<file path="config.mk">
export PLATFORM = sky130hd
export DESIGN_NAME = seg7_scan_ctrl
export DESIGN_NICKNAME = d
export VERILOG_FILES = /design/src/rtl/seg7_pkg.sv /design/src/rtl/seg7_hex_decoder.sv /design/src/rtl/seg7_scan_ctrl.sv
export SDC_FILE = /design/constraint.sdc
export NUM_CORES = 1
export LEC_CHECK = 0
export BUFFER_PORTS_ARGS = -buffer_cell sky130_fd_sc_hd__buf_4
export CAP_MARGIN = 25
export CORE_MARGIN = 3
export CORE_UTILIZATION = 40
export DETAILED_ROUTE_END_ITERATION = 10
export PLACE_DENSITY = 0.63
export SETUP_SLACK_MARGIN = 0.02
export SYNTH_ARGS = -nofsm -noshare
export SYNTH_HDL_FRONTEND = slang
export SYNTH_HIERARCHICAL = 1
export SYNTH_SLANG_ARGS = --single-unit
</file>
<file path="constraint.sdc">
create_clock -name CLK100 -period 3.36 [get_ports CLK100]
set_input_delay 0.672 -clock CLK100 [delete_from_list [all_inputs] [get_ports CLK100]]
set_output_delay 0.672 -clock CLK100 [all_outputs]
set_load 0.03 [all_outputs]
</file>
<file path="src/rtl/seg7_pkg.sv">
// seg7_pkg: shared definitions for the multiplexed seven-segment scanner.
//   seg_t     - 7-bit active-low segment vector {a,b,c,d,e,f,g}
//   SEG_BLANK - all segments off
//   SEG_LUT   - hex digit (0..F) to active-low segment pattern, entry n = digit n
package seg7_pkg;

    typedef logic [6:0] seg_t;

    localparam seg_t SEG_BLANK = 7'b1111111;

    // Listed from F down to 0 so that SEG_LUT[n] is the pattern for digit n.
    localparam logic [15:0][6:0] SEG_LUT = {
        7'b0111000,  // F
        7'b0110000,  // E
        7'b1000010,  // d
        7'b0110001,  // C
        7'b1100000,  // b
        7'b0001000,  // A
        7'b0000100,  // 9
        7'b0000000,  // 8
        7'b0001111,  // 7
        7'b0100000,  // 6
        7'b0100100,  // 5
        7'b1001100,  // 4
        7'b0000110,  // 3
        7'b0010010,  // 2
        7'b1001111,  // 1
        7'b0000001   // 0
    };

endpackage

</file>
<file path="src/rtl/seg7_hex_decoder.sv">
// seg7_hex_decoder: combinational hex nibble to seven-segment pattern.
//   nibble - 4-bit hex value
//   seg    - active-low segment pattern {a,b,c,d,e,f,g}
module seg7_hex_decoder
    import seg7_pkg::*;
(
    input  logic [3:0] nibble,
    output seg_t       seg
);

    assign seg = SEG_LUT[nibble];

endmodule

</file>
<file path="src/rtl/seg7_scan_ctrl.sv">
// seg7_scan_ctrl: multiplexed N-digit seven-segment display controller.
//   CLK100      - system clock
//   resetn      - synchronous active-low reset
//   value_i     - hex value, nibble k shown on digit k (digit 0 rightmost)
//   digit_en_i  - per-digit enable (0 keeps that anode off)
//   dp_i        - per-digit decimal point request, active-high
//   blank_lz_i  - suppress leading zeros
//   bright_i    - brightness 0..15 (on-window is phases 0..bright of 16)
//   seg_o       - active-low segments {CA..CG}
//   dp_o        - active-low decimal point
//   an_o        - active-low anodes, at most one low
//   frame_o     - one-cycle pulse at the start of each frame
// All inputs are sampled only at the frame boundary, so a frame is always
// drawn from one consistent snapshot.
module seg7_scan_ctrl
    import seg7_pkg::*;
#(
    parameter int N_DIGITS     = 8,
    parameter int REFRESH_LOG2 = 10
) (
    input  logic                    CLK100,
    input  logic                    resetn,
    input  logic [4*N_DIGITS-1:0]   value_i,
    input  logic [N_DIGITS-1:0]     digit_en_i,
    input  logic [N_DIGITS-1:0]     dp_i,
    input  logic                    blank_lz_i,
    input  logic [3:0]              bright_i,
    output logic [6:0]              seg_o,
    output logic                    dp_o,
    output logic [N_DIGITS-1:0]     an_o,
    output logic                    frame_o
);

    localparam int IDX_W = (N_DIGITS > 1) ? $clog2(N_DIGITS) : 1;

    logic [REFRESH_LOG2-1:0] cnt_p0;
    logic [IDX_W-1:0]        idx_p0;
    logic [4*N_DIGITS-1:0]   sh_value_p0;
    logic [N_DIGITS-1:0]     sh_en_p0;
    logic [N_DIGITS-1:0]     sh_dp_p0;
    logic                    sh_blank_p0;
    logic [3:0]              sh_bright_p0;

    logic                    wrap;
    logic                    last_digit;

    assign wrap       = &cnt_p0;
    assign last_digit = (idx_p0 == IDX_W'(N_DIGITS - 1));

    // Stage p0: slot counter, digit index and frame-synchronous shadow latch
    always_ff @(posedge CLK100) begin
        if (!resetn) begin
            cnt_p0       <= '0;
            idx_p0       <= '0;
            sh_value_p0  <= '0;
            sh_en_p0     <= '0;
            sh_dp_p0     <= '0;
            sh_blank_p0  <= 1'b0;
            sh_bright_p0 <= 4'd0;
        end else begin
            cnt_p0 <= cnt_p0 + REFRESH_LOG2'(1);
            if (wrap) begin
                if (last_digit) begin
                    idx_p0       <= '0;
                    sh_value_p0  <= value_i;
                    sh_en_p0     <= digit_en_i;
                    sh_dp_p0     <= dp_i;
                    sh_blank_p0  <= blank_lz_i;
                    sh_bright_p0 <= bright_i;
                end else begin
                    idx_p0 <= idx_p0 + IDX_W'(1);
                end
            end
        end
    end

    // hi_zero[k]: nibbles k..N_DIGITS-1 of the snapshot are all zero.
    logic [N_DIGITS-1:0] hi_zero;
    logic                acc;

    always_comb begin
        hi_zero = '0;
        acc     = 1'b1;
        for (int k = N_DIGITS - 1; k >= 0; k--) begin
            acc        = acc & (sh_value_p0[4*k +: 4] == 4'd0);
            hi_zero[k] = acc;
        end
    end

    logic [3:0]          nib;
    seg_t                dec_seg;
    logic                blanked;
    logic [3:0]          phase;
    logic                an_on;
    seg_t                seg_next;
    logic [N_DIGITS-1:0] an_next;

    assign nib = sh_value_p0[idx_p0*4 +: 4];

    seg7_hex_decoder u_dec (
        .nibble (nib),
        .seg    (dec_seg)
    );

    // Digit 0 is never blanked, so a zero value still shows a single '0'.
    assign blanked  = sh_blank_p0 && (idx_p0 != '0) && hi_zero[idx_p0];
    assign seg_next = blanked ? SEG_BLANK : dec_seg;

    assign phase   = cnt_p0[REFRESH_LOG2-1 -: 4];
    assign an_on   = (phase <= sh_bright_p0) && sh_en_p0[idx_p0];
    assign an_next = an_on ? ~(N_DIGITS'(1) << idx_p0) : '1;

    logic [6:0]          seg_p1;
    logic                dp_p1;
    logic [N_DIGITS-1:0] an_p1;
    logic                frame_p1;

    // Stage p1: segments, dp and anodes registered together so they switch
    // on the same edge and never mix neighbouring digits
    always_ff @(posedge CLK100) begin
        if (!resetn) begin
            seg_p1   <= SEG_BLANK;
            dp_p1    <= 1'b1;
            an_p1    <= '1;
            frame_p1 <= 1'b0;
        end else begin
            seg_p1   <= seg_next;
            dp_p1    <= ~sh_dp_p0[idx_p0];
            an_p1    <= an_next;
            frame_p1 <= wrap && last_digit;
        end
    end

    assign seg_o   = seg_p1;
    assign dp_o    = dp_p1;
    assign an_o    = an_p1;
    assign frame_o = frame_p1;

endmodule

</file>
==> impl_metrics.tcl, run 1 <==
set metrics [dict create \
    status "complete, no violations" \
    die_h_um 101 \
    critPathMaxStageDelay_ps 810 \
    clkTransAtPathRegs_ps 80 \
    io_buffers 71 \
    synthArstFlopShare_pct 0 \
    timing.rr.start "idx_p0[1]" \
    fin_crit_sh_pct 76.9 \
    post-route-min-period_ps 2580 \
    grt_remaining_overflow 0 \
    crit_fanout 19 \
    via_count 2611 \
    antenna_found_initial 0 \
    endpoint_kind "flop" \
    critPathLaunch "idx_p0[1]" \
    drive_above_1_share_pct 28.2 \
    cp.depth 10 \
    power_frac_comb_pct 4.7 \
    fmaxAchievable_ghz 0.387 \
    cts_made_buffers 9 \
    p_per_area_mw_per_mm2 422 \
    dp.cells 489 \
    r2r_end "seg_o[3]" \
    grt_pass1_vias 2546 \
    synth_nets 404 \
    setup_violations 0 \
    fin_cells 505 \
    die-area_mm2 0.0101 \
    cp_cell_sequence "mux4_2, nand2_1, nand2_1, inv_1, ha_1, or2_2, a21oi_1, a31oi_1, and2b_2, o21ai_1" \
    min_path_type "flop to flop" \
    ys_seq_area_share_pct 46.3 \
    total_leakage_power_nw 1.78 \
    power_frac_clock_pct 41.8 \
    cp_slowest_cell "dfxtp_1" \
    ctsHoldBuffers 0 \
    clkLatencyLatePin_ps 350 \
    required_ps 3590 \
    swShare_pct 21.3 \
    ir_worst_vdd_v 0.000275 \
    synth-edff-count 0 \
    drtPass1Iterations 4 \
    synth_top_area_cell "dfxtp_1" \
    drt-wirelength-per-cell_um 14.7 \
    hp-start "cnt_p0[0]" \
    grt_max_degree 51 \
    grt_first_pass_wirelength_um 12200 \
    relSlewSlack_pct 49.6 \
    cts_tree "yes" \
    yosysWarnings 6 \
    synth.top_cells.by_count "dfxtp_1 (83), a22o_1 (52), nand2_1 (33), ha_1 (18)" \
    skew_ps 7.07 \
    coreArea_mm2 0.00846 \
    synth.avg_cell_area_um2 10.8 \
    clkSinkCount 83 \
    path_delay_family "flip-flops" \
    intPower_mw 1.46 \
    p_seq_share_pct 53.5 \
    cts_setup_buffers 0 \
    drcViolationCount 0 \
    drtIter0Drc 65 \
    crit_buf_inv 1 \
    antenna_left 0 \
    max_cap_violations 0 \
    slew_viol_final 0 \
    rsz0062_at_grt "no" \
    reg2reg_depth 10 \
    critPathCapture "seg_o[3]" \
    synth_top_area_share_pct 46.3 \
    synth_most_common_cell "dfxtp_1" \
    globalplace.congestion 0.813 \
    hold_viol_final 0 \
    finish.net_count 468 \
    cts_resized 0 \
    synth_seq_cells 83 \
    root_buffer "clkbuf_8" \
    num_rows 33 \
    worstMarginPinSlew_ps 755 \
    startpoint_type "flop" \
    worst-setup-path-type "flop to flop" \
    synth_ff_type "dfxtp_1" \
    hpwl_um 5500 \
    r2r_slack_ps 780 \
    syn-instance-count 331 \
    area_growth_pct 22.5 \
    routed_wl_um 7420 \
    p_sw_mw 0.395 \
    ios 72 \
    path_common_cell "nand2_1" \
    worstPathArrival_ps 2810 \
    final_core_util_pct 52.0 \
    cts.htree.levels 3 \
    synthDistinctLibCells 51 \
    die_w_um 101 \
    start_util_pct 42.4 \
    viasPerCell 5.17 \
    tns_ps 0 \
    synth_area_mm2 0.00359 \
    antenna_cells 0 \
    grt_use_total_pct 15.2 \
    synth_area_leaders "dfxtp_1 (46%), a22o_1 (13%), mux4_2 (6.9%), ha_1 (6.3%), nand2_1 (3.5%)" \
    cts_buffer_depth 2 \
]
## sequential cells by signal, indices dropped and copies added (netlist names)
signal,flops
an_o,8
cnt_p0,10
dp_o,1
frame_o,1
idx_p0,3
seg_o,7
sh_blank_p0,1
sh_bright_p0,4
sh_dp_p0,8
sh_en_p0,8
sh_value_p0,32
## per-stage QoR
step	setup slack, ps	total power, mW	instance area, um2	hold WS [ps]
global route	557	1.94	4400	498
floorplan	951	1.04	3590	433
CTS	768	1.88	4400	474
detailed placement	785	1.10	4180	456
finish	777	1.86	4400	473
global placement	853	1.10	4180	455
## metal layers
| metal | global-route usage [%] | wire length [um] |
|---|---|---|
| met5 | 0 | 0 |
| met2 | 23.2 | 3330 |
| met1 | 20.7 | 3640 |
| met3 | 3.60 | 346 |
| met4 | 6.22 | 103 |
## power groups by stage
| stage | logic, mW | registers [mW] | clock network [mW] |
|---|---|---|---|
| final | 0.0871 | 0.993 | 0.777 |
| after CTS | 0.0886 | 0.993 | 0.803 |
| after global routing | 0.0954 | 0.995 | 0.849 |
| after detailed placement | 0.0886 | 1.02 | 0 |
| after global placement | 0.0881 | 1.02 | 0 |
| after floorplan | 0.0211 | 1.02 | 0 |
## final cells by class
type,count,area (um2)
clock buffer,10,128
clock inverter,6,90.1
timing repair buffer,74,568
sequential,83,1660
tap,105,131
multi-input combinational,216,1780
fill,766,4070
inverter,11,41.3
## worst min path at each step
stage             endpoint  slack [ps]  cells past startpoint
5_1_grt        sh_dp_p0[0]         500                      1
3_5_place_dp     cnt_p0[0]         460                      1
2_1_floorplan    cnt_p0[0]         430                      1
3_3_place_gp     cnt_p0[0]         460                      1
4_1_cts          cnt_p0[0]         470                      1
6_report         cnt_p0[0]         470                      1
## cells by family (layout without fill, tap and decap cells)
kind of cell | count (synthesis) | in the layout | synth area share (%)
simple gates | 81 | 81 | 11.8
mux | 14 | 14 | 8.23
compound gates | 94 | 94 | 20.6
fa+ha+maj | 18 | 18 | 6.27
flops | 83 | 83 | 46.3
buf+inv | 32 | 101 | 4.60
xor+xnor | 9 | 9 | 2.20
## cell usage in the layout (no fill, tap or decap), types with 3 or more instances in the layout
cell / count
xnor2_1: 7
nand3_1: 5
inv_1: 10
and4_1: 3
nor4_1: 5
mux4_2: 11
and2_1: 9
a22o_1: 52
nand2_1: 33
buf_4: 73
dfxtp_1: 83
nor2b_1: 4
and2b_2: 5
o21ai_1: 9
nor2_1: 7
ha_1: 18
clkbuf_8: 9
o21ai_0: 11
Power figures use the tool's default switching activity.
==> run 2, diff against run 1 <==
--- a/config.mk
+++ b/config.mk
@@ -10,7 +10,7 @@
 export CORE_MARGIN = 3
 export CORE_UTILIZATION = 40
 export DETAILED_ROUTE_END_ITERATION = 10
-export PLACE_DENSITY = 0.63
+export PLACE_DENSITY = 0.65
 export SETUP_SLACK_MARGIN = 0.02
 export SYNTH_ARGS = -nofsm -noshare
 export SYNTH_HDL_FRONTEND = slang
==> constraint.sdc (replaced) <==
create_clock -name CLK100 -period 2.1 [get_ports CLK100]
set_input_delay 0.42 -clock CLK100 [delete_from_list [all_inputs] [get_ports CLK100]]
set_output_delay 0.42 -clock CLK100 [all_outputs]
set_load 0.03 [all_outputs]
==> impl_metrics.tcl, run 2 (synthesis results as in run 1) <==
set metrics [dict create \
    total_leakage_power_nw 1.91 \
    drtIter0Drc 96 \
    highest-signal-layer "met4" \
    p_per_area_mw_per_mm2 583 \
    met2_wirelength_um 3690 \
    tns_ps -2.20 \
    cts_buffer_depth 2 \
    cts_tree "yes" \
    rsz0062_at_grt "yes" \
    die-area_mm2 0.0101 \
    root_buffer "clkbuf_8" \
    regArea_mm2 0.00167 \
    top_register "sh_value_p0" \
    hpwl_um 5850 \
    hp-start "value_i[27]" \
    setup_violations 1 \
    power_frac_comb_pct 5.4 \
    ios 72 \
    fill_cells 769 \
    timing.rr.start "idx_p0[0]" \
    ctsHoldBuffers 0 \
    area_growth_pct 30.6 \
    wl_met3_um 489 \
    power_frac_clock_pct 36.5 \
    violations "negative setup slack" \
    reg.largest.list "sh_value_p0 (32), cnt_p0 (10)" \
    post-route-min-period_ps 2100 \
    max_cap_violations 0 \
    whs_path_depth 2 \
    clkSinkCount 83 \
    antenna_cells 0 \
    critPathLaunch "idx_p0[0]" \
    cts_made_buffers 9 \
    worst-setup-path-type "flop to flop" \
    status "finished, violations left" \
    worstPathArrival_ps 2330 \
    final_cell_mix "buf_4 (92), dfxtp_1 (81), a22o_1 (52)" \
    p_sw_mw 0.640 \
    routed_wl_um 8140 \
    final_common_cell "buf_4" \
    hold_slack_ps 268 \
    worstMarginPinSlew_ps 450 \
    via_count 2825 \
    multi_input_area_mm2 0.00187 \
    die_w_um 101 \
    ir_worst_vdd_v 0.000348 \
    grt_use_total_pct 16.7 \
    io_buffers 71 \
    place_ws_ps -101 \
    reg2reg_depth 10 \
    clkLatencyLatePin_ps 350 \
    relSlewSlack_pct 69.7 \
    antenna_found_initial 0 \
    crit_fanout 5 \
    finish.net_count 494 \
    coreArea_mm2 0.00846 \
    swShare_pct 23.4 \
    p_seq_share_pct 58.1 \
    largest_reg_flops 32 \
    endpoint_kind "flop" \
    num_rows 33 \
    wl_met1_um 3820 \
    hold_viol_final 0 \
    slew_viol_final 0 \
    skew_ps 10.3 \
    drtPass1Iterations 4 \
    globalplace.congestion 0.839 \
    cts.htree.levels 3 \
    final.setup.worst_slack_ps -2.20 \
    viasPerCell 5.33 \
    grt_first_pass_wirelength_um 13600 \
    drive_above_1_share_pct 38.1 \
    grt_remaining_overflow 0 \
    clkTransAtPathRegs_ps 90 \
    intPower_mw 2.09 \
    grt_pass1_vias 2820 \
    die_h_um 101 \
    drcViolationCount 0 \
    startpoint_type "flop" \
    min_path_type "input pin to flop" \
    fin_crit_sh_pct 100 \
    required_ps 2330 \
    start_util_pct 42.4 \
    fmaxAchievable_ghz 0.476 \
    drt-wirelength-per-cell_um 15.4 \
    antenna_left 0 \
    grt_max_degree 39 \
]
run 2: cell types whose count changed in the layout (fill, tap and decap cells not counted), sizes merged:
cell      change
buf          +26
bufinv        -2
clkbuf        -1
inv           +1
clkinv        -1
clkinvlp      +2
run 2: power groups by stage:
stage | combinational (mW) | clock (mW) | sequential, mW
3_3_place_gp | 0.146 | 0 | 1.63
6_report | 0.147 | 0.996 | 1.59
5_1_grt | 0.160 | 1.10 | 1.59
4_1_cts | 0.148 | 1.03 | 1.59
2_1_floorplan | 0.0338 | 0 | 1.64
3_5_place_dp | 0.147 | 0 | 1.63
run 2: final cells by class:
cell class / count / area share (%)
inverter: 11 / 0.988
clock inverter: 6 / 0.881
timing repair buffer: 100 / 17.2
tap: 105 / 2.80
multi-input combinational: 216 / 39.9
clock buffer: 9 / 2.64
sequential: 83 / 35.6
run 2: through the flow:
stage	power, mW	instance area [um2]	utilization (%)	cells
after floorplan	1.67	3630	-	331
after global placement	1.77	4380	51.7	510
after detailed placement	1.77	4380	51.7	510
after CTS	2.76	4650	54.9	530
after global routing	2.85	4690	55.4	530
final	2.73	4690	55.4	530
run 2: worst paths after layout:
path	endpoint	slack, ps
setup / recovery	seg_o[3]	-2
hold / removal	sh_value_p0[27]	270
setup reg to reg	seg_o[3]	-2
hold reg to reg	cnt_p0[0]	480
run 2: repair_timing:
action | 4_1_cts | 5_1_grt
pin swaps | 10 | 5
gates resized for setup | 18 | 11
buffers inserted | 5 | 0
setup endpoints to repair | 7 | 7
run 2: critical path, stage by stage, from the launching register on:
cell and delay, ps:
dfxtp_4 370, buf_12 110, mux4_2 510, nand2_2 90, nand2_4 80, ha_4 160, or2_4 240, a21oi_2 110
a31oi_1 40, and2b_2 210, o21ai_1 50
run 2: routing by layer:
metal | vias up | track usage (%)
li1 | 1401 | -
met5 | - | 0
met1 | 1321 | 22.0
met3 | 14 | 4.98
met4 | 0 | 5.49
met2 | 89 | 26.4
==> run 3, diff against run 2 <==
--- a/config.mk
+++ b/config.mk
@@ -8,9 +8,9 @@
 export BUFFER_PORTS_ARGS = -buffer_cell sky130_fd_sc_hd__buf_4
 export CAP_MARGIN = 25
 export CORE_MARGIN = 3
-export CORE_UTILIZATION = 40
+export CORE_UTILIZATION = 49
 export DETAILED_ROUTE_END_ITERATION = 10
-export PLACE_DENSITY = 0.65
+export PLACE_DENSITY = 0.77
 export SETUP_SLACK_MARGIN = 0.02
 export SYNTH_ARGS = -nofsm -noshare
 export SYNTH_HDL_FRONTEND = slang
==> impl_metrics.tcl, run 3 (synthesis results as in run 1) <==
set metrics [dict create \
    die-area_mm2 0.00839 \
    via_count 2826 \
    io_buffers 71 \
    final_area_mm2 0.00470 \
    final_common_cell "buf_4" \
    viasPerCell 5.43 \
    die_w_um 91.6 \
    met2_usage_pct 32.1 \
    reg.largest.list "sh_value_p0 (32), cnt_p0 (10)" \
    critPathMaxStageDelay_ps 530 \
    post-route-min-period_ps 2080 \
    place_ws_ps -75.8 \
    max_cap_violations 0 \
    ir_worst_vdd_v 0.000348 \
    drt-wirelength-per-cell_um 15.2 \
    antenna_found_initial 0 \
    num_rows 30 \
    drcViolationCount 0 \
    fmaxAchievable_ghz 0.480 \
    globalplace.congestion 0.837 \
    drtPass1Iterations 5 \
    busiest_layer "met2" \
    hpwl_um 5910 \
    hold_slack_ps 263 \
    use_met1_pct 26.3 \
    grt_remaining_overflow 0 \
    grt_util_met3_pct 3.31 \
    required_ps 2340 \
    r2r_end "seg_o[3]" \
    p_per_area_mw_per_mm2 634 \
    relSlewSlack_pct 70.7 \
    top_register "sh_value_p0" \
    ctsHoldBuffers 0 \
    start_util_pct 51.7 \
    cts_made_buffers 9 \
    cp_cell_sequence "mux4_2, nand2_2, nand2_4, ha_4, or2_4, a21oi_2, a31oi_1, and2b_2, o21ai_1" \
    antenna_cells 0 \
    hold_viol_final 0 \
    largest_reg_flops 32 \
    r2r_slack_ps 20 \
    drtIter0Drc 88 \
    status "complete, no violations" \
    cts.htree.levels 3 \
    grt_max_degree 41 \
    die_h_um 91.6 \
    clkLatencyLatePin_ps 360 \
    final_cell_mix "buf_4 (93), dfxtp_1 (81), a22o_1 (52)" \
    startpoint_type "flop" \
    drive_above_1_share_pct 37.7 \
    skew_ps 9.48 \
    timing.rr.start "idx_p0[0]" \
    endpoint_kind "flop" \
    final_core_util_pct 67.6 \
    area_growth_pct 30.8 \
    ios 72 \
    critPathCapture "seg_o[3]" \
    routed_wl_um 7900 \
    crit_fanout 7 \
    worst-setup-path-type "flop to flop" \
    antenna_left 0 \
    rsz0062_at_grt "yes" \
    cts_buffer_depth 2 \
    grt_use_total_pct 19.8 \
    clkTransAtPathRegs_ps 80 \
    total_leakage_power_nw 1.93 \
    setup_violations 0 \
    worstMarginPinSlew_ps 436 \
    critPathLaunch "idx_p0[0]" \
    reg2reg_depth 9 \
    placed_area_mm2 0.00437 \
    clkSinkCount 83 \
    grt_pass1_vias 2822 \
    coreArea_mm2 0.00694 \
    min_path_type "input pin to flop" \
    worstPathArrival_ps 2320 \
    cts_tree "yes" \
    grt_first_pass_wirelength_um 13500 \
    finish.net_count 493 \
    fin_crit_sh_pct 99.2 \
    cp_slowest_cell "mux4_2" \
    slew_viol_final 0 \
    final.setup.worst_slack_ps 16.0 \
    root_buffer "clkbuf_8" \
]
run 3: changes by cell type in the layout (fill, tap and decap cells not counted), sizes merged:
cell	before	now
bufinv	0	2
clkinvlp	3	1
buf	100	99
clkbuf	9	10
inv	11	10
run 3: metrics by stage:
stage | setup TNS (ps) | power (mW) | cells
floorplan | -173 | 1.67 | 331
global placement | -5.87 | 1.77 | 502
detailed placement | -1350 | 1.77 | 502
CTS | 0 | 2.99 | 518
global route | -343 | 3.09 | 520
finish | 0 | 2.98 | 520
run 3: routing by layer:
layer  vias to the layer above  wire length [um]  part of all wire [%]
met5                         -                 0                     0
met4                         0               134                   1.7
met3                        11               334                   4.2
met2                        64              3800                    48
met1                      1346              3630                    46
li1                       1405                 -                     -
run 3: worst min path at each step:
stage / startpoint / to / slack [ps] / depth (start not counted)
after floorplan: cnt_p0[0] / cnt_p0[0] / 430 / 1
after global placement: cnt_p0[0] / cnt_p0[0] / 450 / 1
after detailed placement: sh_en_p0[0] / sh_en_p0[0] / 470 / 1
after CTS: bright_i[1] / sh_bright_p0[1] / 260 / 2
after global routing: value_i[29] / sh_value_p0[29] / 260 / 2
final: value_i[13] / sh_value_p0[13] / 260 / 2
run 3: what timing repair did:
item,in CTS,in global routing
setup buffers,1,2
setup endpoints to repair,51,60
gates resized for setup,9,19
cloned,0,0
pin swaps,3,10
run 3: layout make-up:
| class | instances | area, um2 |
|---|---|---|
| timing repair buffer | 99 | 783 |
| multi-input combinational | 216 | 1870 |
| sequential | 83 | 1670 |
| tap | 96 | 120 |
| inverter | 11 | 46.3 |
| fill | 527 | 2250 |
| clock buffer | 10 | 138 |
| clock inverter | 5 | 77.6 |
run 3: worst max-delay path, delay by kind of cell, from the launching register on:
family	cells	cell delay, ps
flip-flops	1	420
AO/OA/AOI/OAI	3	220
AND/OR/NAND/NOR	4	640
multiplexers	1	530
adder cells (fa/ha/maj)	1	160
run 3: power breakdown:
| part | total [mW] | switching (mW) | internal, mW |
|---|---|---|---|
| combinational | 0.152 | 0.0600 | 0.0916 |
| clock | 1.24 | 0.546 | 0.691 |
| sequential | 1.59 | 0.00570 | 1.58 |
| total | 2.98 | 0.611 | 2.36 |
